`src/rtl/gpu_pkg.sv`:
```
// Shared types for the GPU command loader: instruction word layout, loader FSM
// states and the byte-insertion helper used by the byte assembler.
package gpu_pkg;

  localparam int INST_W   = 82;
  localparam int IDX_W    = 4;

  // Instruction word, MSB first (bits 81..0).
  typedef struct packed {
    logic [3:0]  alpha;
    logic [1:0]  texture;
    logic [23:0] color;
    logic        fill_type;
    logic        layer_num;
    logic [7:0]  y2;
    logic [7:0]  x2;
    logic [7:0]  y1;
    logic [7:0]  x1;
    logic [7:0]  y0;
    logic [7:0]  x0;
    logic        vertice_num;
    logic        inst_type;
  } gpu_inst_t;

  typedef enum logic [1:0] {
    COLLECT    = 2'd0,
    PUSH       = 2'd1,
    WAIT_SPACE = 2'd2
  } cmd_ld_state_t;

  // Place little-endian byte idx into the word; byte 10 carries only bits [1:0],
  // any index past 10 (checksum byte) leaves the word untouched.
  function automatic logic [INST_W-1:0] insert_byte(input logic [INST_W-1:0] word,
                                                    input logic [IDX_W-1:0]  idx,
                                                    input logic [7:0]        b);
    logic [INST_W-1:0] res;
    res = word;
    for (int k = 0; k < 10; k++) begin
      if (idx == IDX_W'(k)) begin
        res[8*k +: 8] = b;
      end
    end
    if (idx == 4'd10) begin
      res[81:80] = b[1:0];
    end
    return res;
  endfunction

endpackage

```
`src/rtl/cmd_ring_buffer.sv`:
```
// DEPTH-entry ring buffer of instruction words with show-ahead head output.
// Same-cycle push and pop keeps count steady; a pop on empty is ignored and
// a push on full is accepted only when a pop frees the slot in that cycle.
module cmd_ring_buffer #(
  parameter int DEPTH  = 8,
  parameter int INST_W = 82
) (
  input  logic                       clk,
  input  logic                       n_rst,
  input  logic                       i_push,
  input  logic [INST_W-1:0]          i_push_data,
  input  logic                       i_pop,
  output logic [INST_W-1:0]          o_head_data,
  output logic                       o_empty,
  output logic                       o_full,
  output logic [$clog2(DEPTH+1)-1:0] o_count
);

  localparam int PTR_W = $clog2(DEPTH);
  localparam int CNT_W = $clog2(DEPTH+1);
  localparam logic [CNT_W-1:0] FULL_CNT = CNT_W'(DEPTH);

  logic [INST_W-1:0] r_mem [DEPTH];
  logic [PTR_W-1:0]  r_head;
  logic [PTR_W-1:0]  r_tail;
  logic [CNT_W-1:0]  r_count;
  logic              w_pop_ok;
  logic              w_push_ok;

  assign o_empty   = (r_count == '0);
  assign o_full    = (r_count == FULL_CNT);
  assign o_count   = r_count;
  assign w_pop_ok  = i_pop && !o_empty;
  assign w_push_ok = i_push && (!o_full || w_pop_ok);
  assign o_head_data = o_empty ? '0 : r_mem[r_head];

  // Storage write at the tail slot; contents need no reset since empty masks the head.
  always_ff @(posedge clk) begin
    if (w_push_ok) begin
      r_mem[r_tail] <= i_push_data;
    end
  end

  // Pointer and occupancy tracking; pointers wrap naturally modulo DEPTH.
  always_ff @(posedge clk or negedge n_rst) begin
    if (!n_rst) begin
      r_head  <= '0;
      r_tail  <= '0;
      r_count <= '0;
    end else begin
      if (w_push_ok) begin
        r_tail <= r_tail + PTR_W'(1);
      end
      if (w_pop_ok) begin
        r_head <= r_head + PTR_W'(1);
      end
      case ({w_push_ok, w_pop_ok})
        2'b10:   r_count <= r_count + CNT_W'(1);
        2'b01:   r_count <= r_count - CNT_W'(1);
        default: r_count <= r_count;
      endcase
    end
  end

endmodule

```
`src/rtl/gpu_cmd_loader.sv`:
```
// Host byte-stream to GPU instruction FIFO loader. Assembles 82-bit words from
// little-endian bytes, then pushes them into cmd_ring_buffer.
// Build option GPU_CMD_CHECKSUM_EN: a 12th byte carries the XOR of bytes 0..10;
// a mismatching word is dropped and cksum_err pulses for one cycle.
module gpu_cmd_loader
  import gpu_pkg::*;
#(
  parameter int DEPTH = 8
) (
  input  logic                       clk,
  input  logic                       n_rst,
  input  logic [7:0]                 host_byte,
  input  logic                       host_valid,
  output logic                       host_ready,
  input  logic                       host_abort,
  input  logic                       fifo_read,
  output logic [INST_W-1:0]          fifo_data,
  output logic                       fifo_empty,
  output logic                       fifo_full,
  output logic [$clog2(DEPTH+1)-1:0] count,
  output logic                       cksum_err
);

`ifdef GPU_CMD_CHECKSUM_EN
  localparam logic [IDX_W-1:0] LAST_IDX = 4'd11;
`else
  localparam logic [IDX_W-1:0] LAST_IDX = 4'd10;
`endif

  cmd_ld_state_t      r_state;
  cmd_ld_state_t      w_state_nxt;
  logic [IDX_W-1:0]   r_idx;
  logic [IDX_W-1:0]   w_idx_nxt;
  logic [INST_W-1:0]  r_word;
  logic               r_cksum_err;
  logic               w_cksum_ok;
  logic               w_cksum_bad;
  logic               w_byte_we;
  logic               w_push;
  logic               w_ready;
  logic               w_space;
  logic               w_full;
  gpu_inst_t          w_inst;

  assign w_inst     = gpu_inst_t'(r_word);
  assign host_ready = w_ready;
  assign fifo_full  = w_full;
  assign cksum_err  = r_cksum_err;
  // When full, a pop in this cycle frees the slot the push lands in.
  assign w_space    = !w_full || fifo_read;

`ifdef GPU_CMD_CHECKSUM_EN
  logic [7:0] r_xor;

  assign w_cksum_ok = (r_xor == host_byte);

  // Running XOR of payload bytes 0..10 for the trailing checksum compare.
  always_ff @(posedge clk or negedge n_rst) begin
    if (!n_rst) begin
      r_xor <= 8'h00;
    end else if (w_byte_we && (r_idx != LAST_IDX)) begin
      r_xor <= (r_idx == 4'd0) ? host_byte : (r_xor ^ host_byte);
    end else begin
      r_xor <= r_xor;
    end
  end
`else
  assign w_cksum_ok = 1'b1;
`endif

  // Next-state, byte index and handshake decode for the loader FSM.
  always_comb begin
    w_state_nxt = r_state;
    w_idx_nxt   = r_idx;
    w_push      = 1'b0;
    w_ready     = 1'b0;
    w_byte_we   = 1'b0;
    w_cksum_bad = 1'b0;
    case (r_state)
      COLLECT: begin
        w_ready = 1'b1;
        if (host_abort) begin
          // Abort wins over a byte in the same cycle, including the last one.
          w_idx_nxt = '0;
        end else if (host_valid) begin
          w_byte_we = 1'b1;
          if (r_idx == LAST_IDX) begin
            w_idx_nxt = '0;
            if (w_cksum_ok) begin
              w_state_nxt = PUSH;
            end else begin
              w_cksum_bad = 1'b1;
            end
          end else begin
            w_idx_nxt = r_idx + 4'd1;
          end
        end else begin
          w_idx_nxt = r_idx;
        end
      end
      PUSH, WAIT_SPACE: begin
        if (w_space) begin
          w_push      = 1'b1;
          w_state_nxt = COLLECT;
        end else begin
          w_state_nxt = WAIT_SPACE;
        end
      end
      default: begin
        w_state_nxt = COLLECT;
        w_idx_nxt   = '0;
      end
    endcase
  end

  // FSM state, byte index, word assembly and checksum-error pulse registers.
  always_ff @(posedge clk or negedge n_rst) begin
    if (!n_rst) begin
      r_state     <= COLLECT;
      r_idx       <= '0;
      r_word      <= '0;
      r_cksum_err <= 1'b0;
    end else begin
      r_state     <= w_state_nxt;
      r_idx       <= w_idx_nxt;
      r_cksum_err <= w_cksum_bad;
      if (w_byte_we) begin
        r_word <= insert_byte(r_word, r_idx, host_byte);
      end else begin
        r_word <= r_word;
      end
    end
  end

  cmd_ring_buffer #(
    .DEPTH  (DEPTH),
    .INST_W (INST_W)
  ) u_ring (
    .clk         (clk),
    .n_rst       (n_rst),
    .i_push      (w_push),
    .i_push_data (w_inst),
    .i_pop       (fifo_read),
    .o_head_data (fifo_data),
    .o_empty     (fifo_empty),
    .o_full      (w_full),
    .o_count     (count)
  );

endmodule

```
`config.mk`:
```
export PLATFORM = sky130hd
export DESIGN_NAME = gpu_cmd_loader
export DESIGN_NICKNAME = d
export VERILOG_FILES = /design/src/rtl/gpu_pkg.sv /design/src/rtl/cmd_ring_buffer.sv /design/src/rtl/gpu_cmd_loader.sv
export SDC_FILE = /design/constraint.sdc
export NUM_CORES = 1
export LEC_CHECK = 0
export ABC_CLOCK_PERIOD_IN_PS = 12500
export CORE_ASPECT_RATIO = 0.9
export CORE_UTILIZATION = 59
export CTS_BUF_LIST = sky130_fd_sc_hd__clkbuf_4 sky130_fd_sc_hd__clkbuf_8
export DETAILED_ROUTE_END_ITERATION = 8
export GPL_ROUTABILITY_DRIVEN = 0
export HOLD_SLACK_MARGIN = 0.12
export PLACE_DENSITY = 0.77
export SYNTH_ARGS = -nofsm -noshare
export SYNTH_HDL_FRONTEND = slang
export SYNTH_SLANG_ARGS = --single-unit
```
`constraint.sdc`:
```
create_clock -name clk -period 12.5 [get_ports clk]
set_clock_uncertainty 0.15 [all_clocks]
set_input_delay 2.5 -clock clk [delete_from_list [all_inputs] [get_ports clk]]
set_output_delay 2.5 -clock clk [all_outputs]
set_load 0.1 [all_outputs]
```
# Word level (Yosys, flattened, before mapping)
# Memories as Yosys holds them, arrays and structs flattened.
# Cells that the tools add are included.
# Widths: inputs -> output; s select.
[op_classes]
n_lt_le_gt_ge = 0
div_mod_pow = 0
bitwise = 1
n_addsub = 5
n_reduce_logical = 24
shift = 0
mul = 0
muxes = 19
eq_ne = 19
[op_table]
columns = ["operator", "n"]
rows = [
  ["$mux 82", 1],
  ["$reduce_and 2->1", 12],
  ["$eq 4x3->1 const B", 4],
  ["$eq 4x4->1 const B", 4],
  ["$pmux 4 s2", 2],
  ["$mux 4", 3],
  ["$add 4x1->4 const B", 2],
  ["$eq 4x2->1 const B", 2],
  ["$logic_not 4->1", 2],
  ["$mux 1", 8],
  ["$mux 2", 4],
  ["$add 3x1->3 const B", 2],
  ["$ne 2x2->1 const B", 3],
  ["$eq 2x1->1 const B", 2],
  ["$eq 2x2->1 const B", 2],
  ["$eq 4x1->1 const B", 1],
  ["$pmux 2 s2", 1],
  ["$sub 4x1->4 const B", 1],
  ["$ne 3x3->1 const B", 1],
  ["$reduce_and 3->1", 1],
  ["$logic_and 1x1->1", 2],
  ["$logic_not 1->1", 2],
  ["$logic_not 2->1", 1],
  ["$logic_or 1x1->1", 2],
  ["3 further kinds", 3],
]
[word_totals]
in_bits = 13
register_bits = 98
mem_bits_ro = 0
word_cells = 85
mem_bits_rw = 656
output_inout_bits = 90
mem_count = 1
latchBits = 0
[mem_list]
columns = ["memory", "words", "width", "read_ports", "rd_ports_with_merged_regs", "write_ports", "line_no", "rtl"]
rows = [
  ["u_ring.r_mem", 8, 82, 1, 0, 1, "cmd_ring_buffer.sv:23", "logic [INST_W-1:0] r_mem [DEPTH];"],
]

# Logic depth before layout (Yosys ltp)
# Gate-level depths: netlist (run 1).
[depth]
word_depth = 8
ltp_mapped = 11
depth_no_buf = 11

# Modules after synthesis
# From an unflattened synthesis (run 1), not the netlist that was laid out.
[unflattened]
hier_cells = 1359
hier_area_um2 = 29265.6
[by_module_without_submodules]
columns = ["module", "seq_area_each_um2", "cells_per_inst", "n_inst", "area_each_um2"]
rows = [
  ["cmd_ring_buffer", 19949.1, 1119, 1, 25613.3],
  ["gpu_cmd_loader", 2202.1, 240, 1, 3652.3],
]

# Worst setup path before layout (run 1)
# OpenSTA, ideal clock, no wires.
[synth_path]
path_kind = "input port to flip-flop"
startpoint = "input port fifo_read"
endpoint = "memory u_ring.r_mem[0][0] (enable)"
required_ns = 11.624
t_arrival_ns = 10.962
path_stages = 4
path_buffers = 0
setup_ns = 0.726
setup_slack_ns = 0.662
cell_sequence = "inv_1 > a21boi_0 > clkinv_1 > nor4_1"
[synth_via]
elab_chain_cells = 6
word_cells_on_any_way = 8
classes_between = "mux (4); reduce/logical (4)"
[synth_lines]
columns = ["item", "line_no", "rtl"]
rows = [
  ["start, declared", "gpu_cmd_loader.sv:16", "input logic fifo_read,"],
  ["$logic_or 1x1->1", "gpu_cmd_loader.sv:50", "assign w_space = !w_full || fifo_read;"],
  ["$mux 1", "gpu_cmd_loader.sv:102", "if (w_space) begin"],
  ["$mux 1", "gpu_cmd_loader.sv:79", "case (r_state)"],
  ["$logic_and 1x1->1 *", "cmd_ring_buffer.sv:34", "assign w_push_ok = i_push && (!o_full || w_pop_ok);"],
  ["$mux 1 *", "cmd_ring_buffer.sv:39", "if (w_push_ok) begin"],
  ["$mux 1 (implied by the code) *", "cmd_ring_buffer.sv:40", "r_mem[r_tail] <= i_push_data;"],
  ["end, declared", "cmd_ring_buffer.sv:23", ""],
]
# Every way passes the cells marked *; elsewhere a longest branch is shown, timed or not.

# Worst setup path in the final report (run 1)
[layout_path]
startpoint = "register u_ring.r_head[0]"
endpoint = "output port fifo_data[19]"
[layout_via]
elab_chain_cells = 2
[layout_lines]
columns = ["item", "line_no", "rtl"]
rows = [
  ["start, declared", "cmd_ring_buffer.sv:24", "logic [PTR_W-1:0] r_head;"],
  ["start signal, assigned", "cmd_ring_buffer.sv:55", "r_head <= r_head + PTR_W'(1);"],
  ["$mem_v2 8x82", "-", ""],
  ["$mux 82", "cmd_ring_buffer.sv:35", "assign o_head_data = o_empty ? '0 : r_mem[r_head];"],
  ["end, declared", "gpu_cmd_loader.sv:17", "output logic [INST_W-1:0] fifo_data,"],
]
# Every way passes these cells.

==> qor.yml, run 1 <==
outcome:
  status: "finished clean"
setup_path:
  critPathKind: "reg2out"
  cp_slowest_cell: "dfrtp_4"
  crit_fanout: 52
  worstPathArrival_ps: 4910
  required_ps: 9850
  cp-start-kind: "flop"
  path_cells: "buf_4 -> mux4_2 -> mux2i_1 -> nor2_1 -> clkdlybuf4s50_1"
  cp-end-kind: "output pin"
  critPathMaxStageDelay_ps: 1090
floorplan:
  core_um2: 48120
  dieHeight_um: 211.9
  dieArea_um2: 49840
  start_util_pct: 60.02
  rows: 76
  die_w_um: 235.2
  ios: 103
cts:
  cts.sink_count: 754
  postCtsHoldBufs: 0
  cts_root_buf: "clkbuf_8"
  post_cts_buffers: 0
  insertion_delay_ps: 690
  cts_tree: "done"
  h-tree-depth: 3
  post_cts_resized: 0
  cts_buffers: 112
  cts_buffer_depth: 3
  path_clk_slew_ps: 60
synthesis:
  synth_area_um2: 28880
  yosysMostFrequentCell: "edfxtp_1"
  synthDistinctLibCells: 43
  synth_cells: 1334
  synth-main-ff-cell: "edfxtp_1"
  syn-num-nets: 1353
  synthTopCellsByCount: "edfxtp_1, mux4_2, dfrtp_1"
  synth-seq-cells: 754
  synth_seq_area_share_pct: 76.70
  synth_top_area_share_pct: 68.21
  ys.warnings.count: 0
  async_flop_share_pct: 13.00
  synth_area_leaders: "edfxtp_1, mux4_2, dfrtp_1"
  yosysTopAreaCell: "edfxtp_1"
  synth_edf_count: 656
  synth.avg_cell_area_um2: 21.65
global_route:
  grt_start_max_net_pins: 76
  grt_pass1_vias: 14140
  top_usage_layer: "met2"
  grt_pass1_wl_um: 87420
  grt.overflow.total: 0
  met1_usage_pct: 34.27
  antenna_found_initial: 5
  use_met3_pct: 4.825
  grt_use_total_pct: 24.30
  use_met2_pct: 39.28
power_and_ir_drop:
  ir_drop_v: 0.0002723
  power.density_nw_per_um2: 253.9
  p_leak_nw: 11.67
sta:
  fin_crit_ps: 7560
  finalMaxSlewViolations: 0
  finalHoldViolCount: 0
  fmax_ghz: 0.1323
  slew-limit-headroom_pct: 24.60
  setup_tns_ps: 0
  period_share_pct: 60.48
  setup_viol: 0
  tightestPinTransition_ps: 1131
  rsz0062_at_grt: "no"
placement:
  io_buffers: 101
  dp_hpwl_um: 29800
finish:
  drive_gt1_share_pct: 31.29
  antenna_cells: 0
  final_util_pct: 68.74
  areaGrowthSynthToFinish_pct: 14.52
  num-nets-final: 1521
route:
  post_drt_wl_per_cell_um: 26.33
  first_pass_iters: 5
  ant_nets: 0
  vias_per_cell: 6.105
  initialDrtViolationCount: 1316
  wirelength_um: 58580
  drc: 0
  vias: 13580
job:
  cap_violations: 0
hold_path:
  min_path_type: "reg2reg"
-- logic make-up (layout without fill, tap and decap cells) --
kind of cell | after synthesis | in the layout | share of synthesized area [%]
AOI/OAI and AO/OA | 16 | 16 | 0.3466
xor gates and xnor gates | 10 | 10 | 0.3033
adders and majority gates | 6 | 6 | 0.2599
buffers and inverters | 77 | 344 | 1.144
DFF | 754 | 754 | 76.70
muxes | 330 | 330 | 19.01
other | 1 | 1 | 0.01298
and+or+nand+nor | 140 | 140 | 2.223
-- metrics by stage --
step | hold slack [ps] | instances | area [um^2] | total power [W] | setup slack [ps]
after floorplan | 299.8 | 1334 | 28880 | 0.005650 | 661.6
after global placement | 308.2 | 2012 | 30610 | 0.006354 | 5550
after detailed placement | 335.6 | 2012 | 30610 | 0.006388 | 5544
after CTS | 350.2 | 2225 | 33070 | 0.008462 | 4779
after global routing | 383.7 | 2225 | 33070 | 0.008675 | 4594
final | 346.2 | 2225 | 33070 | 0.008397 | 4940
-- sequential cells by signal, summed over array words and instances (netlist names) --
name and flops:
u_ring.r_tail 3, r_word 82, u_ring.r_head 3, r_state 2, r_idx 4, u_ring.r_mem 656
u_ring.o_count 4
-- path summary, 6_finish.rpt --
path,slack (ps),from,end,cells after the start
min in group asynchronous,1660,n_rst,r_word[77]$_DFFE_PN0P_,1
min,350,r_state[0]$_DFFE_PN0P_,r_state[0]$_DFFE_PN0P_,1
min reg2reg,350,r_state[0]$_DFFE_PN0P_,r_state[0]$_DFFE_PN0P_,1
max,4940,u_ring.r_head[0]$_DFFE_PN0P_,fifo_data[19],5
max reg2reg,8610,r_state[0]$_DFFE_PN0P_,u_ring.r_mem[7][73]$_DFFE_PP_,6
max in group asynchronous,9090,n_rst,u_ring.r_head[2]$_DFFE_PN0P_,2
-- placed cells by master (no fill, tap or decap), types with 13 or more instances in the layout --
cell,count
nor2_1,87
mux4_2,164
clkinv_2,17
clkdlybuf4s50_1,100
clkbuf_8,145
nand2_1,13
buf_4,25
dfrtp_1,95
mux2_2,76
mux2i_1,82
clkbuf_4,40
edfxtp_1,656
-- cell type report --
class	instances	area [um^2]
Sequential cell	754	22160
Inverter	6	22.52
Clock buffer	185	2296
Tap cell	624	780.7
Timing Repair Buffer	125	1189
Clock inverter	28	170.2
Multi-Input combinational cell	503	6454
Fill cell	2887	15040
-- worst max-delay path, delay by kind of cell, from the launching register on --
kind	cells	cell delay, ps
buf+inv	2	1910
flops	1	1090
mux	2	1040
simple gates	1	80
-- where the power goes --
group	internal [W]	total, W	switching [W]
Sequential	0.00293	0.00318	0.000250
Clock	0.00118	0.00208	0.000902
Combinational	0.000965	0.00314	0.00217
-- metal layers --
metal | wire (um) | vias up
met3 | 4237 | 101
met5 | 11 | -
li1 | - | 5774
met4 | 1100 | 2
met2 | 29010 | 555
met1 | 24220 | 7152
Note: power is estimated with default switching activity, not from simulation.
==> run 2: changes to the inputs <==
--- a/config.mk
+++ b/config.mk
@@ -5,14 +5,14 @@
 export SDC_FILE = /design/constraint.sdc
 export NUM_CORES = 1
 export LEC_CHECK = 0
-export ABC_CLOCK_PERIOD_IN_PS = 12500
+export ABC_CLOCK_PERIOD_IN_PS = 6300
 export CORE_ASPECT_RATIO = 0.9
-export CORE_UTILIZATION = 59
+export CORE_UTILIZATION = 57
 export CTS_BUF_LIST = sky130_fd_sc_hd__clkbuf_4 sky130_fd_sc_hd__clkbuf_8
 export DETAILED_ROUTE_END_ITERATION = 8
 export GPL_ROUTABILITY_DRIVEN = 0
 export HOLD_SLACK_MARGIN = 0.12
-export PLACE_DENSITY = 0.77
+export PLACE_DENSITY = 0.78
 export SYNTH_ARGS = -nofsm -noshare
 export SYNTH_HDL_FRONTEND = slang
 export SYNTH_SLANG_ARGS = --single-unit
==> constraint.sdc (replaced) <==
create_clock -name clk -period 6.3 [get_ports clk]
set_clock_uncertainty 0.15 [all_clocks]
set_input_delay 1.26 -clock clk [delete_from_list [all_inputs] [get_ports clk]]
set_output_delay 1.26 -clock clk [all_outputs]
set_load 0.1 [all_outputs]
==> qor.yml, run 2 (synthesis gave the netlist of run 1 again) <==
sta:
  finalHoldViolCount: 0
  fmax_ghz: 0.1812
  finalMaxSlewViolations: 0
  tightestPinTransition_ps: 1135
  slew-limit-headroom_pct: 24.09
  period_share_pct: 87.60
  fin_crit_ps: 5519
  rsz0062_at_grt: "no"
  fin_ws_ps: 781.3
  setup_viol: 0
finish:
  layout_common_cells: "edfxtp_1, mux4_2, clkbuf_8, clkdlybuf4s50_1, dfrtp_1"
  fin_area_um2: 33200
  drive_gt1_share_pct: 31.05
  largest_reg_flops: 656
  final_common_cell: "edfxtp_1"
  areaGrowthSynthToFinish_pct: 14.97
  nFillCells: 3097
  regMostFlops: "u_ring.r_mem"
  antenna_cells: 0
  num-nets-final: 1527
  reg.largest.list: "u_ring.r_mem: 656 flops, r_word: 82 flops"
  final_util_pct: 67.05
setup_path:
  required_ps: 4890
  crit_fanout: 31
  cp-end-kind: "output pin"
  r2r-start: "r_state[0]$_DFFE_PN0P_"
  ff2ff_path_depth: 11
  worstPathArrival_ps: 4110
  critPathKind: "reg2out"
  r2r_slack_ps: 3000
  cp-start-kind: "flop"
  r2r_end: "u_ring.o_count[2]$_DFFE_PN0P_"
  endpoint: "fifo_data[48]"
  critPathLaunch: "u_ring.r_head[0]$_DFFE_PN0P_"
cts:
  cts_buffers: 112
  cts.sink_count: 754
  post_cts_resized: 0
  postCtsHoldBufs: 0
  post_cts_buffers: 0
  cts_root_buf: "clkbuf_8"
  insertion_delay_ps: 720
  h-tree-depth: 3
  cts_buffer_depth: 3
  cts_tree: "done"
  path_clk_slew_ps: 60
power_and_ir_drop:
  p_leak_nw: 11.67
  power.density_nw_per_um2: 500.7
  ir_drop_v: 0.0005563
route:
  ant_nets: 0
  first_pass_iters: 5
  drc: 0
  wirelength_um: 58560
  initialDrtViolationCount: 1364
  vias_per_cell: 6.021
  vias: 13720
  post_drt_wl_per_cell_um: 25.71
placement:
  dp_hpwl_um: 30350
  io_buffers: 101
  place_area_um2: 30810
  dp_slack_ps: 1503
floorplan:
  core_um2: 49520
  dieHeight_um: 215.5
  die_w_um: 239.3
  ios: 103
  start_util_pct: 58.32
  rows: 77
  dieArea_um2: 51570
global_route:
  grt_pass1_wl_um: 87660
  grt_pass1_vias: 14280
  grt.overflow.total: 0
  grt_start_max_net_pins: 93
  grt_use_total_pct: 23.55
  antenna_found_initial: 4
job:
  cap_violations: 0
hold_path:
  min_path_type: "reg2reg"
outcome:
  status: "finished clean"
[run 2: cell types whose count changed in the layout (fill, tap and decap cells not counted), sizes merged]
cell | previous run | this run
inv | 6 | 8
bufinv | 1 | 0
clkinv | 25 | 24
buf | 25 | 31
[run 2: final cells by class]
cell class,count,area (um^2),share of cell area [%]
Inverter,6,22.52,0.06783
Clock inverter,28,148.9,0.4484
Multi-Input combinational cell,503,6494,19.56
Clock buffer,185,2240,6.745
Tap cell,671,839.6,2.529
Sequential cell,754,22160,66.75
Timing Repair Buffer,131,1296,3.904
[run 2: worst max-delay path, cell delays in order (launching register included)]
cell and delay [ps]:
dfrtp_4 810, buf_4 480, mux4_2 550, mux2i_1 420
nor2_1 120, clkdlybuf4s50_1 1000
[run 2: layer usage]
metal	wire length (um)	track usage, %	vias to the layer above
met3	4800	5.078	94
met4	1027	5.983	0
li1	-	-	5796
met5	0	0	-
met2	28670	37.19	592
met1	24070	33.98	7233
[run 2: power breakdown]
| group | leakage (nW) | total [W] | switching (W) | internal [W] |
|---|---|---|---|---|
| Combinational | 2.95 | 0.00629 | 0.00435 | 0.00194 |
| Sequential | 7.44 | 0.00630 | 0.000497 | 0.00581 |
| Clock | 1.27 | 0.00403 | 0.00179 | 0.00224 |
[run 2: metrics by stage]
stage	TNS [ps]	std cells	power [W]	hold WS, ps
2_1_floorplan	-17910	1334	0.01121	299.8
6_report	0	2278	0.01663	329.7
3_3_place_gp	0	2065	0.01267	308.6
4_1_cts	0	2278	0.01675	329.9
3_5_place_dp	0	2065	0.01274	316.7
5_1_grt	0	2278	0.01718	346.4
[run 2: how the worst min path moves through the flow]
stage,from,endpoint,slack (ps),cells past startpoint
final,r_state[0]$_DFFE_PN0P_,r_state[0]$_DFFE_PN0P_,330,1
after global routing,r_state[0]$_DFFE_PN0P_,r_state[0]$_DFFE_PN0P_,350,1
after CTS,r_state[0]$_DFFE_PN0P_,r_state[0]$_DFFE_PN0P_,330,1
after detailed placement,r_state[0]$_DFFE_PN0P_,r_state[0]$_DFFE_PN0P_,320,1
after global placement,r_state[0]$_DFFE_PN0P_,r_state[0]$_DFFE_PN0P_,310,1
after floorplan,r_state[0]$_DFFE_PN0P_,r_state[0]$_DFFE_PN0P_,300,1
==> run 3: changes to the inputs <==
--- a/config.mk
+++ b/config.mk
@@ -7,6 +7,7 @@
 export LEC_CHECK = 0
 export ABC_CLOCK_PERIOD_IN_PS = 6300
 export CORE_ASPECT_RATIO = 0.9
+export CORE_MARGIN = 1
 export CORE_UTILIZATION = 57
 export CTS_BUF_LIST = sky130_fd_sc_hd__clkbuf_4 sky130_fd_sc_hd__clkbuf_8
 export DETAILED_ROUTE_END_ITERATION = 8
==> results of run 3 <==
No change in the layout: final DEF, timing and power equal those of run 2.
